`config.mk`:
```
export PLATFORM = sky130hd
export DESIGN_NAME = uart
export DESIGN_NICKNAME = d
export VERILOG_FILES = /design/src/rtl/uart_pkg.sv /design/src/rtl/uart_rx.sv /design/src/rtl/uart.sv
export SDC_FILE = /design/constraint.sdc
export NUM_CORES = 1
export LEC_CHECK = 0
export CAP_MARGIN = 20
export CELL_PAD_IN_SITES_DETAIL_PLACEMENT = 1
export CELL_PAD_IN_SITES_GLOBAL_PLACEMENT = 1
export CORE_ASPECT_RATIO = 0.75
export CORE_MARGIN = 3
export CORE_UTILIZATION = 42
export CTS_CLUSTER_SIZE = 16
export DETAILED_ROUTE_END_ITERATION = 10
export PLACE_DENSITY = 0.76
export SLEW_MARGIN = 15
export SYNTH_ARGS = -nofsm -noshare
export SYNTH_HDL_FRONTEND = slang
export SYNTH_HIERARCHICAL = 1
export SYNTH_SLANG_ARGS = --single-unit
```
`constraint.sdc`:
```
create_clock -name clk -period 2.7 [get_ports clk]
set_input_delay 0.54 -clock clk [delete_from_list [all_inputs] [get_ports clk]]
set_output_delay 0.54 -clock clk [all_outputs]
set_load 0.02 [all_outputs]
```
`src/rtl/uart_pkg.sv`:
```
// Shared types and helpers for the 8N1 UART: FSM state encoding and bit-period calculation.
package uart_pkg;

  typedef enum logic [2:0] {
    IDLE,
    START,
    DATA,
    STOP,
    STOP_WAIT
  } uartState_e;

  // Clocks per bit; DEBUG builds use a very short period so simulations stay fast.
  function automatic int cpb(input int clkHz, input int baud, input bit debug);
    return debug ? 5 : clkHz / baud;
  endfunction

endpackage

```
`src/rtl/uart_rx.sv`:
```
// UART receiver: two-flop synchroniser on the serial input plus a mid-bit sampling 8N1 receive FSM.
module uart_rx
  import uart_pkg::*;
#(
  parameter int CPB = 5
) (
  input  logic       clk,
  input  logic       reset,
  input  logic       rxd_i,
  output logic [7:0] rxData_o,
  output logic       dataValid_o
);

  localparam int CNT_W   = $clog2(CPB) + 1;
  localparam int HALF_M1 = (CPB / 2 > 0) ? (CPB / 2 - 1) : 0;
  localparam int CPB_M1  = CPB - 1;

  logic             sync1_q, sync2_q;
  logic             rxs;
  uartState_e       state_q, state_d;
  logic [CNT_W-1:0] cnt_q, cnt_d;
  logic [2:0]       bitIdx_q, bitIdx_d;
  logic [7:0]       shift_q, shift_d;
  logic [7:0]       rxData_q, rxData_d;
  logic             dataValid_q, dataValid_d;

  assign rxs = sync2_q;

  always_ff @(posedge clk or posedge reset) begin
    if (reset) begin
      sync1_q     <= 1'b1;
      sync2_q     <= 1'b1;
      state_q     <= IDLE;
      cnt_q       <= '0;
      bitIdx_q    <= '0;
      shift_q     <= '0;
      rxData_q    <= '0;
      dataValid_q <= 1'b0;
    end else begin
      sync1_q     <= rxd_i;
      sync2_q     <= sync1_q;
      state_q     <= state_d;
      cnt_q       <= cnt_d;
      bitIdx_q    <= bitIdx_d;
      shift_q     <= shift_d;
      rxData_q    <= rxData_d;
      dataValid_q <= dataValid_d;
    end
  end

  // START samples half a bit in to reject glitches; later samples land mid-bit.
  always_comb begin
    state_d     = state_q;
    cnt_d       = cnt_q + CNT_W'(1);
    bitIdx_d    = bitIdx_q;
    shift_d     = shift_q;
    rxData_d    = rxData_q;
    dataValid_d = 1'b0;
    case (state_q)
      IDLE: begin
        cnt_d    = '0;
        bitIdx_d = '0;
        if (!rxs) state_d = START;
      end
      START: begin
        if (cnt_q == CNT_W'(HALF_M1)) begin
          cnt_d   = '0;
          state_d = rxs ? IDLE : DATA;
        end
      end
      DATA: begin
        if (cnt_q == CNT_W'(CPB_M1)) begin
          cnt_d   = '0;
          shift_d = {rxs, shift_q[7:1]};
          if (bitIdx_q == 3'd7) state_d = STOP;
          else bitIdx_d = bitIdx_q + 3'd1;
        end
      end
      STOP: begin
        if (cnt_q == CNT_W'(CPB_M1)) begin
          cnt_d = '0;
          if (rxs) begin
            rxData_d    = shift_q;
            dataValid_d = 1'b1;
            state_d     = IDLE;
          end else begin
            state_d = STOP_WAIT;
          end
        end
      end
      STOP_WAIT: begin
        cnt_d = '0;
        if (rxs) state_d = IDLE;
      end
      default: state_d = IDLE;
    endcase
  end

  assign rxData_o    = rxData_q;
  assign dataValid_o = dataValid_q;

endmodule

```
`src/rtl/uart.sv`:
```
// Full-duplex 8N1 UART top: receiver sub-module plus an inline transmitter sharing one bit period.
module uart
  import uart_pkg::*;
#(
  parameter int CLK_HZ = 100_000_000,
  parameter int BAUD   = 115200,
  parameter bit DEBUG  = 1'b0
) (
  input  logic       clk,
  input  logic       reset,
  input  logic       rxd,
  output logic       txd,
  output logic [7:0] rxData,
  output logic       dataValid,
  input  logic [7:0] txData,
  input  logic       txSend,
  output logic       txReady
);

  localparam int CPB    = cpb(CLK_HZ, BAUD, DEBUG);
  localparam int CNT_W  = $clog2(CPB) + 1;
  localparam int CPB_M1 = CPB - 1;

  uart_rx #(
    .CPB(CPB)
  ) uRx (
    .clk        (clk),
    .reset      (reset),
    .rxd_i      (rxd),
    .rxData_o   (rxData),
    .dataValid_o(dataValid)
  );

  uartState_e       txState_q, txState_d;
  logic [CNT_W-1:0] txCnt_q, txCnt_d;
  logic [2:0]       txBitIdx_q, txBitIdx_d;
  logic [7:0]       txShift_q, txShift_d;
  logic             txd_q, txd_d;
  logic             txReady_q, txReady_d;

  always_ff @(posedge clk or posedge reset) begin
    if (reset) begin
      txState_q  <= IDLE;
      txCnt_q    <= '0;
      txBitIdx_q <= '0;
      txShift_q  <= '0;
      txd_q      <= 1'b1;
      txReady_q  <= 1'b1;
    end else begin
      txState_q  <= txState_d;
      txCnt_q    <= txCnt_d;
      txBitIdx_q <= txBitIdx_d;
      txShift_q  <= txShift_d;
      txd_q      <= txd_d;
      txReady_q  <= txReady_d;
    end
  end

  // txd is registered, so each bit's value is chosen the cycle its predecessor ends.
  always_comb begin
    txState_d  = txState_q;
    txCnt_d    = txCnt_q + CNT_W'(1);
    txBitIdx_d = txBitIdx_q;
    txShift_d  = txShift_q;
    txd_d      = txd_q;
    txReady_d  = txReady_q;
    case (txState_q)
      IDLE: begin
        txCnt_d = '0;
        if (txSend) begin
          txShift_d = txData;
          txd_d     = 1'b0;
          txReady_d = 1'b0;
          txState_d = START;
        end
      end
      START: begin
        if (txCnt_q == CNT_W'(CPB_M1)) begin
          txCnt_d    = '0;
          txBitIdx_d = '0;
          txd_d      = txShift_q[0];
          txState_d  = DATA;
        end
      end
      DATA: begin
        if (txCnt_q == CNT_W'(CPB_M1)) begin
          txCnt_d = '0;
          if (txBitIdx_q == 3'd7) begin
            txd_d     = 1'b1;
            txState_d = STOP;
          end else begin
            txShift_d  = txShift_q >> 1;
            txd_d      = txShift_q[1];
            txBitIdx_d = txBitIdx_q + 3'd1;
          end
        end
      end
      STOP: begin
        if (txCnt_q == CNT_W'(CPB_M1)) begin
          txCnt_d   = '0;
          txReady_d = 1'b1;
          txState_d = IDLE;
        end
      end
      default: begin
        txd_d     = 1'b1;
        txReady_d = 1'b1;
        txState_d = IDLE;
      end
    endcase
  end

  assign txd     = txd_q;
  assign txReady = txReady_q;

endmodule

```
==> results.tsv, run 1 <==
stage	metric	value	unit
drt	drcViolationCount	0	
synthesis	ys.flop_type	dfrtp_1	
clock_tree	cts-root-buf	clkbuf_8	
critical_path	r2r_end	txShift_q[5]	
drt	via_per_inst	5.268	
power_and_ir_drop	ir_drop	331.5	uV
finish	final_util	0.5204	
run	drv_cap	0	
min_path	min_path_type	reg2reg	
critical_path	worst_ep_required_time	2.92	ns
power_and_ir_drop	p_leak	1.636	nW
power_and_ir_drop	power.total	2.932	mW
global_routing	grt_max_degree	37	
finish	fin_nets	327	
critical_path	startpoint_type	flop	
synthesis	ys_async_sr_fraction	1.000	
timing	whs	0.3655	ns
synthesis	avgSynthCellArea	11.47	um2
critical_path	startpoint	txCnt_q[0]	
synthesis	synthCells	275	
synthesis	ys_seq_area_frac	0.4935	
timing	fin_crit_sh	0.9539	
drt	drt_wl_total	6.618	mm
timing	tightest_slew	0.6381	ns
clock_tree	cts_buffers	9	
finish	layout_commonest_cell	dfrtp_1	
clock_tree	cts_max_level	3	
critical_path	cp-endpoint	txShift_q[5]	
clock_tree	insertion_delay	0.34	ns
critical_path	worstPathArrival	2.80	ns
synthesis	ys_types	46	
power_and_ir_drop	seqPwrFrac	0.407	
global_routing	grtUsageTotal	0.1753	
critical_path	crit-reg2reg-launch	txCnt_q[0]	
clock_tree	cts_post_setup_buffers_inserted	0	
critical_path	path_max_fanout	8	
timing	maxSlewViolCount	0	
global_routing	grt_first_pass_wirelength	11.81	mm
clock_tree	tritoncts	done	
finish	drive_gt1_frac	0.2208	
floorplan	coreArea	7059	um2
floorplan	boundaryPins	23	
floorplan	start_util	0.4468	
power_and_ir_drop	clockPowerShare	0.301	
finish	area_growth_syn_to_layout	16.46	%
place	gp_congestion	0.8021	
min_path	worstHoldPathCells	0	
place	dp_hpwl	4.764	mm
finish	layout_common_cells	58 x dfrtp_1, 37 x nor2_1, 26 x mux2_2	
place	numPortBuffers	22	
timing	period_needed	2.576	ns
timing	max_freq	388.3	MHz
power_and_ir_drop	p_sw	0.8741	mW
clock_tree	ctsHoldBuffers	0	
synthesis	synth_warnings	6	
timing	hold_viol	0	
synthesis	ys_ff_latch	62	
global_routing	grt_antenna_before_repair	0	
timing	setup_viol_count_final	0	
global_routing	busiest_layer	met2	
power_and_ir_drop	switching_share	0.2982	
clock_tree	clk_pin_slew	0.07	ns
synthesis	syn_area	3154	um2
critical_path	endpoint_kind	flop	
synthesis	synth_edf_count	0	
global_routing	met2_usage	0.2913	
outcome	status	finished, final reports clean	
global_routing	grt_overflow	0	
finish	num_antenna_cells	0	
drt	vias	2139	
floorplan	die_w	106.1	um
power_and_ir_drop	power.density	798.1	nW/um2
timing	skew	0.01075	ns
drt	dr.pass1.iters	6	
clock_tree	clock-sinks	62	
clock_tree	cts.path.max_buffers	2	
synthesis	synth_nets	299	
timing	rsz0062_at_grt	false	
floorplan	dieArea	8597	um2
drt	wl_per_cell	16.30	um
critical_path	crit_type	reg2reg	
global_routing	grt.met3_usage	0.04607	
global_routing	grt_pass1_vias	2336	
critical_path	worstRegToRegCells	5	
timing	slew_headroom	0.5728	
drt	postRouteAntennaNets	0	
floorplan	row_count	26	
power_and_ir_drop	pwr-share-comb	0.292	
finish	fill_cells	777	
clock_tree	post_cts_resized	0	
critical_path	rrSetupSlack	0.12	ns
floorplan	die_h	81.05	um
timing	finalSetupTns	0	ns
drt	dr.first_iter.drc_count	74	
power_and_ir_drop	p_int	2.058	mW
global_routing	grt_use_met1	0.2279	
routing by layer:
| layer | part of all wire | wire [um] | vias to the layer above |
|---|---|---|---|
| li1 | - | - | 1029 |
| met1 | 0.47 | 3119 | 1076 |
| met2 | 0.49 | 3240 | 26 |
| met3 | 0.030 | 198 | 8 |
| met4 | 0.0091 | 60 | 0 |
| met5 | 0 | 0 | - |
cells by family (layout without fill, tap and decap cells):
kind of cell    count (synthesis)  count (layout)  synth area share
compound gates                 24              24           0.05633
simple gates                  105             105            0.1892
buf+inv                        20              53           0.03451
xor+xnor                       19              19           0.05276
flops                          62              62            0.4935
mux                            33              33            0.1261
fa+ha+maj                      12              12           0.04760
metrics by stage:
step,worst slack (ns),cell area (um2),instances
2_1_floorplan,0.3628,3154,275
3_3_place_gp,0.2148,3460,390
3_5_place_dp,0.1249,3460,390
4_1_cts,0.1274,3674,406
5_1_grt,0.05605,3674,406
6_report,0.1244,3674,406
synthesized netlist by cell type (2+ instances only):
cell      count  area [um2]
nand2_1      15       56.30
dfstp_2       4       105.1
a22o_1        6       52.55
nor2_1       37       138.9
and3_2        2       15.01
a211o_1       3       26.28
dfrtp_1      58        1451
nor2b_1       3       18.77
buf_6         4       45.04
ha_1         12       150.1
nor4_1        6       37.54
nor3_1        6       30.03
mux2_4        7       105.1
nand3_1      14       70.07
xor2_1        5       43.79
o211ai_1      3       22.52
o21ai_0       6       30.03
mux2_2       26       292.8
clkbuf_1      3       11.26
xnor2_1      14       122.6
inv_1        11       41.29
nand4_1       6       37.54
worst min-delay path by stage:
stage               slack (ns)       to   startpoint
floorplan                 0.35  uRx/rxs  uRx/sync1_q
global placement          0.35  uRx/rxs  uRx/sync1_q
detailed placement        0.36  uRx/rxs  uRx/sync1_q
CTS                       0.37  uRx/rxs  uRx/sync1_q
global route              0.37  uRx/rxs  uRx/sync1_q
finish                    0.37  uRx/rxs  uRx/sync1_q
area by class of cell:
class / instances / area (um2) / area share
sequential: 62 / 1556 / 0.4237
multi-input combinational: 193 / 1489 / 0.4053
timing repair buffer: 26 / 250.2 / 0.06812
clock buffer: 10 / 127.6 / 0.03474
tap: 98 / 122.6 / 0.03338
clock inverter: 6 / 86.33 / 0.02350
inverter: 11 / 41.29 / 0.01124
power by group through the flow:
stage          logic [mW]  registers [mW]  clock network (mW)
6_report            0.855            1.19               0.883
5_1_grt             0.955            1.22               0.956
4_1_cts             0.865            1.20               0.908
3_5_place_dp        0.857            1.21                   0
3_3_place_gp        0.824            1.20                   0
2_1_floorplan       0.709            1.19                   0
state kept, by name, indices dropped and copies added (netlist names), 3 cells and up:
| register | count |
|---|---|
| uRx/rxData_o | 8 |
| uRx/state_q | 3 |
| txBitIdx_q | 3 |
| uRx/bitIdx_q | 3 |
| txShift_q | 8 |
| txCnt_q | 11 |
| uRx/cnt_q | 11 |
| uRx/shift_q | 8 |
worst max-delay path, cell delays in order (launching register included):
cell and delay, ns:
dfrtp_1 0.39, ha_1 0.26, or4b_4 0.52, or4_4 0.43
a211o_1 0.50, mux2_4 0.37
(Power assumes the default switching activity.)
==> run 2, diff against run 1 <==
==> constraint.sdc (replaced) <==
create_clock -name clk -period 2.9 [get_ports clk]
set_input_delay 0.58 -clock clk [delete_from_list [all_inputs] [get_ports clk]]
set_output_delay 0.58 -clock clk [all_outputs]
set_load 0.02 [all_outputs]
==> results.tsv, run 2 (synthesized netlist as in run 1, its figures left out) <==
stage	metric	value	unit	change
clock_tree	insertion_delay	0.34	ns	about the same
timing	whs	0.3605	ns	-0.005004 ns
clock_tree	cts_buffers	9		unchanged
critical_path	slowest_stage	or4b_4		
floorplan	die_w	106.1	um	unchanged
finish	fill_cells	765		-1.5%
floorplan	boundaryPins	23		unchanged
power_and_ir_drop	ir_drop	261.9	uV	-21%
drt	drt_wl_total	6.490	mm	-1.9%
critical_path	cp_num_buf_inv	0		unchanged
place	gp_congestion	0.7946		-0.94%
finish	fin_nets	326		-0.31%
global_routing	grt_first_pass_wirelength	11.52	mm	-2.4%
global_routing	grt_overflow	0		unchanged
clock_tree	cts_post_setup_buffers_inserted	0		unchanged
timing	rsz0062_at_grt	false		
clock_tree	tritoncts	done		
global_routing	grt_antenna_before_repair	0		unchanged
floorplan	die_h	81.05	um	unchanged
finish	num_antenna_cells	0		unchanged
finish	layout_common_cells	58 x dfrtp_1, 37 x nor2_1, 26 x mux2_2		
clock_tree	cts-root-buf	clkbuf_8		
drt	wl_per_cell	16.02	um	-1.7%
timing	hold_viol	0		unchanged
global_routing	grt_max_degree	37		unchanged
critical_path	crit_type	reg2reg		
timing	maxSlewViolCount	0		unchanged
finish	drive_gt1_frac	0.2215		+0.0007192
floorplan	start_util	0.4468		unchanged
finish	multi_input_area	1489	um2	unchanged
place	dp_hpwl	4.519	mm	-5.1%
timing	tightest_slew	0.6356	ns	-0.002435 ns
critical_path	endpoint_kind	flop		
drt	via_per_inst	5.284		+0.29%
power_and_ir_drop	power.total	2.734	mW	-6.7%
critical_path	cpLargestDelayFamily	simple AND/OR/NAND/NOR gates		
clock_tree	cts_max_level	3		unchanged
finish	top_regs	txCnt_q: 11 flops, uRx/cnt_q: 11 flops		
drt	drcViolationCount	0		unchanged
critical_path	worstPathArrival	2.77	ns	-0.03 ns
timing	setup_viol_count_final	0		unchanged
critical_path	worstPathCellList	ha_1 > or4b_4 > or4_4 > a211o_1 > mux2_4		
power_and_ir_drop	power.density	744.6	nW/um2	-6.7%
min_path	min_path_type	reg2reg		
timing	period_needed	2.541	ns	-0.03427 ns
timing	max_freq	393.5	MHz	+1.3%
timing	slew_headroom	0.5763		+0.003496
run	drv_cap	0		unchanged
floorplan	dieArea	8597	um2	unchanged
timing	finalSetupTns	0	ns	unchanged
clock_tree	post_cts_resized	0		unchanged
finish	layout_commonest_cell	dfrtp_1		
critical_path	slowest_delay	0.51	ns	about the same
critical_path	path_max_fanout	8		unchanged
finish	final_cells	405		-0.25%
global_routing	grt_pass1_vias	2396		+2.6%
global_routing	grtUsageTotal	0.1726		-0.002750
drt	postRouteAntennaNets	0		unchanged
clock_tree	clk_pin_slew	0.07	ns	about the same
place	dp.cells	389		-0.26%
clock_tree	clock-sinks	62		unchanged
critical_path	worst_ep_required_time	3.12	ns	+0.20 ns
finish	seq_area	1556	um2	unchanged
power_and_ir_drop	p_leak	1.639	nW	+0.16%
critical_path	startpoint_type	flop		
clock_tree	cts.path.max_buffers	2		unchanged
timing	skew	0.007532	ns	-0.003215 ns
timing	fin_crit_sh	0.8763		-0.07760
floorplan	row_count	26		unchanged
finish	area_growth_syn_to_layout	16.42	%	about the same
finish	final_util	0.5202		about the same
drt	vias	2140		+0.047%
drt	dr.pass1.iters	6		unchanged
floorplan	coreArea	7059	um2	unchanged
clock_tree	ctsHoldBuffers	0		unchanged
drt	dr.first_iter.drc_count	51		-31%
outcome	status	finished, final reports clean		
place	numPortBuffers	22		unchanged
==> run 2: layer usage <==
layer  vias to the layer above  global-route usage  share of wire
li1                       1027                   -              -
met1                      1069              0.2109           0.47
met2                        29              0.2894           0.48
met3                        15             0.04210          0.028
met4                         0             0.08668          0.024
met5                         -                   0              0
==> run 2: report_power, final <==
group,total (mW),switching [mW],internal (mW)
combinational,0.779,0.359,0.421
clock,0.843,0.355,0.488
sequential,1.11,0.108,1.00
total,2.73,0.822,1.91
==> run 2: worst paths after layout <==
check / start / endpoint / slack [ns] / cells past startpoint
worst min register to register: uRx/sync1_q / uRx/rxs / 0.36 / 0
max in group asynchronous: reset / uRx/sync1_q / 1.88 / 3
min in group asynchronous: reset / txCnt_q[6] / 0.62 / 3
worst max register to register: txCnt_q[0] / txShift_q[0] / 0.36 / 5
worst min-delay path: uRx/sync1_q / uRx/rxs / 0.36 / 0
worst max-delay path: txCnt_q[0] / txShift_q[0] / 0.36 / 5
==> run 2: final cells by class <==
| cell class | count | area share |
|---|---|---|
| clock buffer | 9 | 0.03373 |
| clock inverter | 7 | 0.02624 |
| inverter | 11 | 0.01124 |
| multi-input combinational | 193 | 0.4055 |
| sequential | 62 | 0.4238 |
| tap | 98 | 0.03339 |
| timing repair buffer | 25 | 0.06610 |
==> run 2: through the flow <==
| step | instance area (um2) | worst slack, ns |
|---|---|---|
| 6_report | 3672 | 0.3587 |
| 5_1_grt | 3672 | 0.2407 |
| 2_1_floorplan | 3154 | 0.5628 |
| 4_1_cts | 3672 | 0.3467 |
| 3_5_place_dp | 3452 | 0.3505 |
| 3_3_place_gp | 3452 | 0.4158 |
==> run 2: worst reg2reg max path: cells and delay by family (launching register included) <==
| family | cells | cell delay (ns) |
|---|---|---|
| mux | 1 | 0.36 |
| compound gates | 1 | 0.48 |
| fa+ha+maj | 1 | 0.25 |
| simple gates | 2 | 0.94 |
| flops | 1 | 0.39 |
==> run 3, diff against run 2 <==
--- a/config.mk
+++ b/config.mk
@@ -11,11 +11,12 @@
 export CORE_ASPECT_RATIO = 0.75
 export CORE_MARGIN = 3
 export CORE_UTILIZATION = 42
+export CTS_CLUSTER_DIAMETER = 80
 export CTS_CLUSTER_SIZE = 16
 export DETAILED_ROUTE_END_ITERATION = 10
+export HOLD_SLACK_MARGIN = 0.03
 export PLACE_DENSITY = 0.76
 export SLEW_MARGIN = 15
 export SYNTH_ARGS = -nofsm -noshare
 export SYNTH_HDL_FRONTEND = slang
-export SYNTH_HIERARCHICAL = 1
 export SYNTH_SLANG_ARGS = --single-unit
==> results.tsv, run 3 <==
stage	metric	value	unit	change
outcome	status	finished, final reports clean		
timing	period_needed	2.620	ns	+0.07826 ns
synthesis	synthCells	273		-0.73%
finish	area_growth_syn_to_layout	18.00	%	
clock_tree	cts_buffers	9		unchanged
power_and_ir_drop	p_leak	1.583	nW	-3.4%
drt	drcViolationCount	0		unchanged
clock_tree	clk_pin_slew	0.08	ns	about the same
floorplan	die_w	104.3	um	-1.7%
timing	maxSlewViolCount	0		unchanged
global_routing	grt_overflow	0		unchanged
clock_tree	tritoncts	done		
synthesis	ys.flop_type	dfrtp_1		
clock_tree	post_cts_resized	0		unchanged
critical_path	crit_type	reg2reg		
finish	top_regs	txCnt_q: 11 flops, uRx.cnt_q: 11 flops		
place	dp_hpwl	4.509	mm	-0.23%
synthesis	ys_async_sr_fraction	1.000		unchanged
synthesis	syn_area	3044	um2	-3.5%
synthesis	synth_area_leader_cell	dfrtp_1		
global_routing	grt_antenna_before_repair	0		unchanged
timing	setup_viol_count_final	0		unchanged
power_and_ir_drop	power.total	1.682	mW	-38%
drt	postRouteAntennaNets	0		unchanged
timing	finalSetupTns	0	ns	unchanged
synthesis	avgSynthCellArea	11.15	um2	-2.8%
synthesis	synthTopCellsByCount	58 x dfrtp_1, 32 x mux2_2, 29 x nor2_1		
drt	drt_wl_total	6.293	mm	-3.0%
floorplan	boundaryPins	23		unchanged
timing	rsz0062_at_grt	false		
clock_tree	clock-sinks	62		unchanged
synthesis	synth_warnings	0		-6
synthesis	synth_area_leaders	dfrtp_1 48%, mux2_2 12%, ha_1 4.5%, xnor2_1 3.7%, nor2_1 3.6%		
global_routing	grt_pass1_vias	2285		-4.6%
power_and_ir_drop	power.density	468.3	nW/um2	-37%
place	gp_congestion	0.7661		-3.6%
floorplan	die_h	79.73	um	-1.6%
clock_tree	cts_max_level	3		unchanged
min_path	min_path_type	reg2reg		
critical_path	worst_ep_required_time	3.12	ns	about the same
finish	fin_nets	324		-0.61%
drt	dr.first_iter.drc_count	73		+43%
drt	via_per_inst	5.228		-1.1%
drt	wl_per_cell	15.58	um	-2.8%
finish	num_antenna_cells	0		unchanged
power_and_ir_drop	ir_drop	289.2	uV	+10%
timing	slew_headroom	0.5998		+0.02354
clock_tree	cts_post_setup_buffers_inserted	0		unchanged
global_routing	grtUsageTotal	0.1708		-0.001740
clock_tree	cts.path.max_buffers	2		unchanged
critical_path	endpoint_kind	flop		
synthesis	yosysMostFrequentCell	dfrtp_1		
floorplan	dieArea	8316	um2	-3.3%
synthesis	synth_edf_count	0		unchanged
synthesis	ys_types	46		unchanged
global_routing	grt_max_degree	54		+46%
run	drv_cap	0		unchanged
timing	hold_viol	0		unchanged
finish	layout_common_cells	58 x dfrtp_1, 32 x mux2_2, 29 x nor2_1		
synthesis	yosysTopAreaCellShare	0.4768		+0.01664
synthesis	ys_seq_area_frac	0.5113		+0.01785
drt	dr.pass1.iters	4		-2
synthesis	ys_ff_latch	62		unchanged
critical_path	path_max_fanout	9		+1
floorplan	row_count	26		unchanged
clock_tree	cts-root-buf	clkbuf_8		
critical_path	worstPathArrival	2.84	ns	+0.07 ns
timing	max_freq	381.7	MHz	-3.0%
global_routing	grt_first_pass_wirelength	11.31	mm	-1.9%
timing	fin_crit_sh	0.9033		+0.02699
drt	vias	2112		-1.3%
clock_tree	ctsHoldBuffers	0		unchanged
floorplan	coreArea	6929	um2	-1.8%
critical_path	startpoint_type	flop		
place	numPortBuffers	22		unchanged
synthesis	synth_nets	296		-1.0%
clock_tree	insertion_delay	0.34	ns	about the same
timing	tightest_slew	0.5952	ns	-0.04040 ns
finish	drive_gt1_frac	0.2124		-0.009080
finish	layout_commonest_cell	dfrtp_1		
floorplan	start_util	0.4393		-0.007499
timing	skew	0.008420	ns	+0.0008880 ns
## run 3: changes by cell type after synthesis, moves of 5 or more
cell      before  now
clkbuf_1       3    9
nor2_1        37   29
mux2_4         7    0
nand2_1       15   20
mux2_2        26   32
## run 3: metal layers
metal	share of wire	track usage
met1	0.51	0.2324
met3	0.023	0.04365
met5	0	0
met2	0.46	0.2706
met4	0.011	0.05046
## run 3: where the power goes
part / switching (mW) / internal, mW / total [mW]
clock network: 0.356 / 0.403 / 0.759
registers: 0.00387 / 0.872 / 0.876
logic: 0.0234 / 0.0240 / 0.0474
## run 3: kinds of logic after synthesis
logic type	Yosys count	share of synthesized area
simple gates	100	0.1706
xor+xnor	18	0.05179
mux	32	0.1184
flops	62	0.5113
buf+inv	20	0.02713
compound gates	30	0.07564
fa+ha+maj	11	0.04521
## run 3: worst paths after layout
| path | to | start | slack, ns | cells past startpoint |
|---|---|---|---|---|
| setup / recovery | txState_q[1] | txCnt_q[0] | 0.28 | 6 |
| max in group asynchronous | uRx.rxs | reset | 1.82 | 3 |
| hold / removal | uRx.rxs | uRx.sync1_q | 0.36 | 0 |
| setup reg to reg | txState_q[1] | txCnt_q[0] | 0.28 | 6 |
| min in group asynchronous | uRx.cnt_q[4] | reset | 0.49 | 2 |
| hold reg to reg | uRx.rxs | uRx.sync1_q | 0.36 | 0 |
## run 3: area by class of cell
cell class | count | area, um2
clock buffers | 10 | 127.6
clock inverters | 6 | 72.57
fillers | 745 | 3337
inverters | 10 | 37.54
multi-input cells | 191 | 1405
flip-flops and latches | 62 | 1556
well taps | 98 | 122.6
repair buffers | 27 | 270.3
## run 3: critical path, cell delays in order (launching register included)
cell	delay, ns
dfrtp_1	0.40
ha_1	0.25
or4b_1	0.46
or4_1	0.48
buf_4	0.20
a221oi_1	0.34
mux2_2	0.38
## run 3: stage by stage
step | hold slack (ns) | util | cell area, um2 | setup WS, ns | instances
2_1_floorplan | 0.3452 | - | 3044 | 0.3758 | 273
3_3_place_gp | 0.3475 | 0.4895 | 3392 | 0.4045 | 388
3_5_place_dp | 0.3481 | 0.4895 | 3392 | 0.3089 | 388
4_1_cts | 0.3597 | 0.5184 | 3592 | 0.2676 | 404
5_1_grt | 0.3611 | 0.5184 | 3592 | 0.1689 | 404
6_report | 0.3595 | 0.5184 | 3592 | 0.2804 | 404
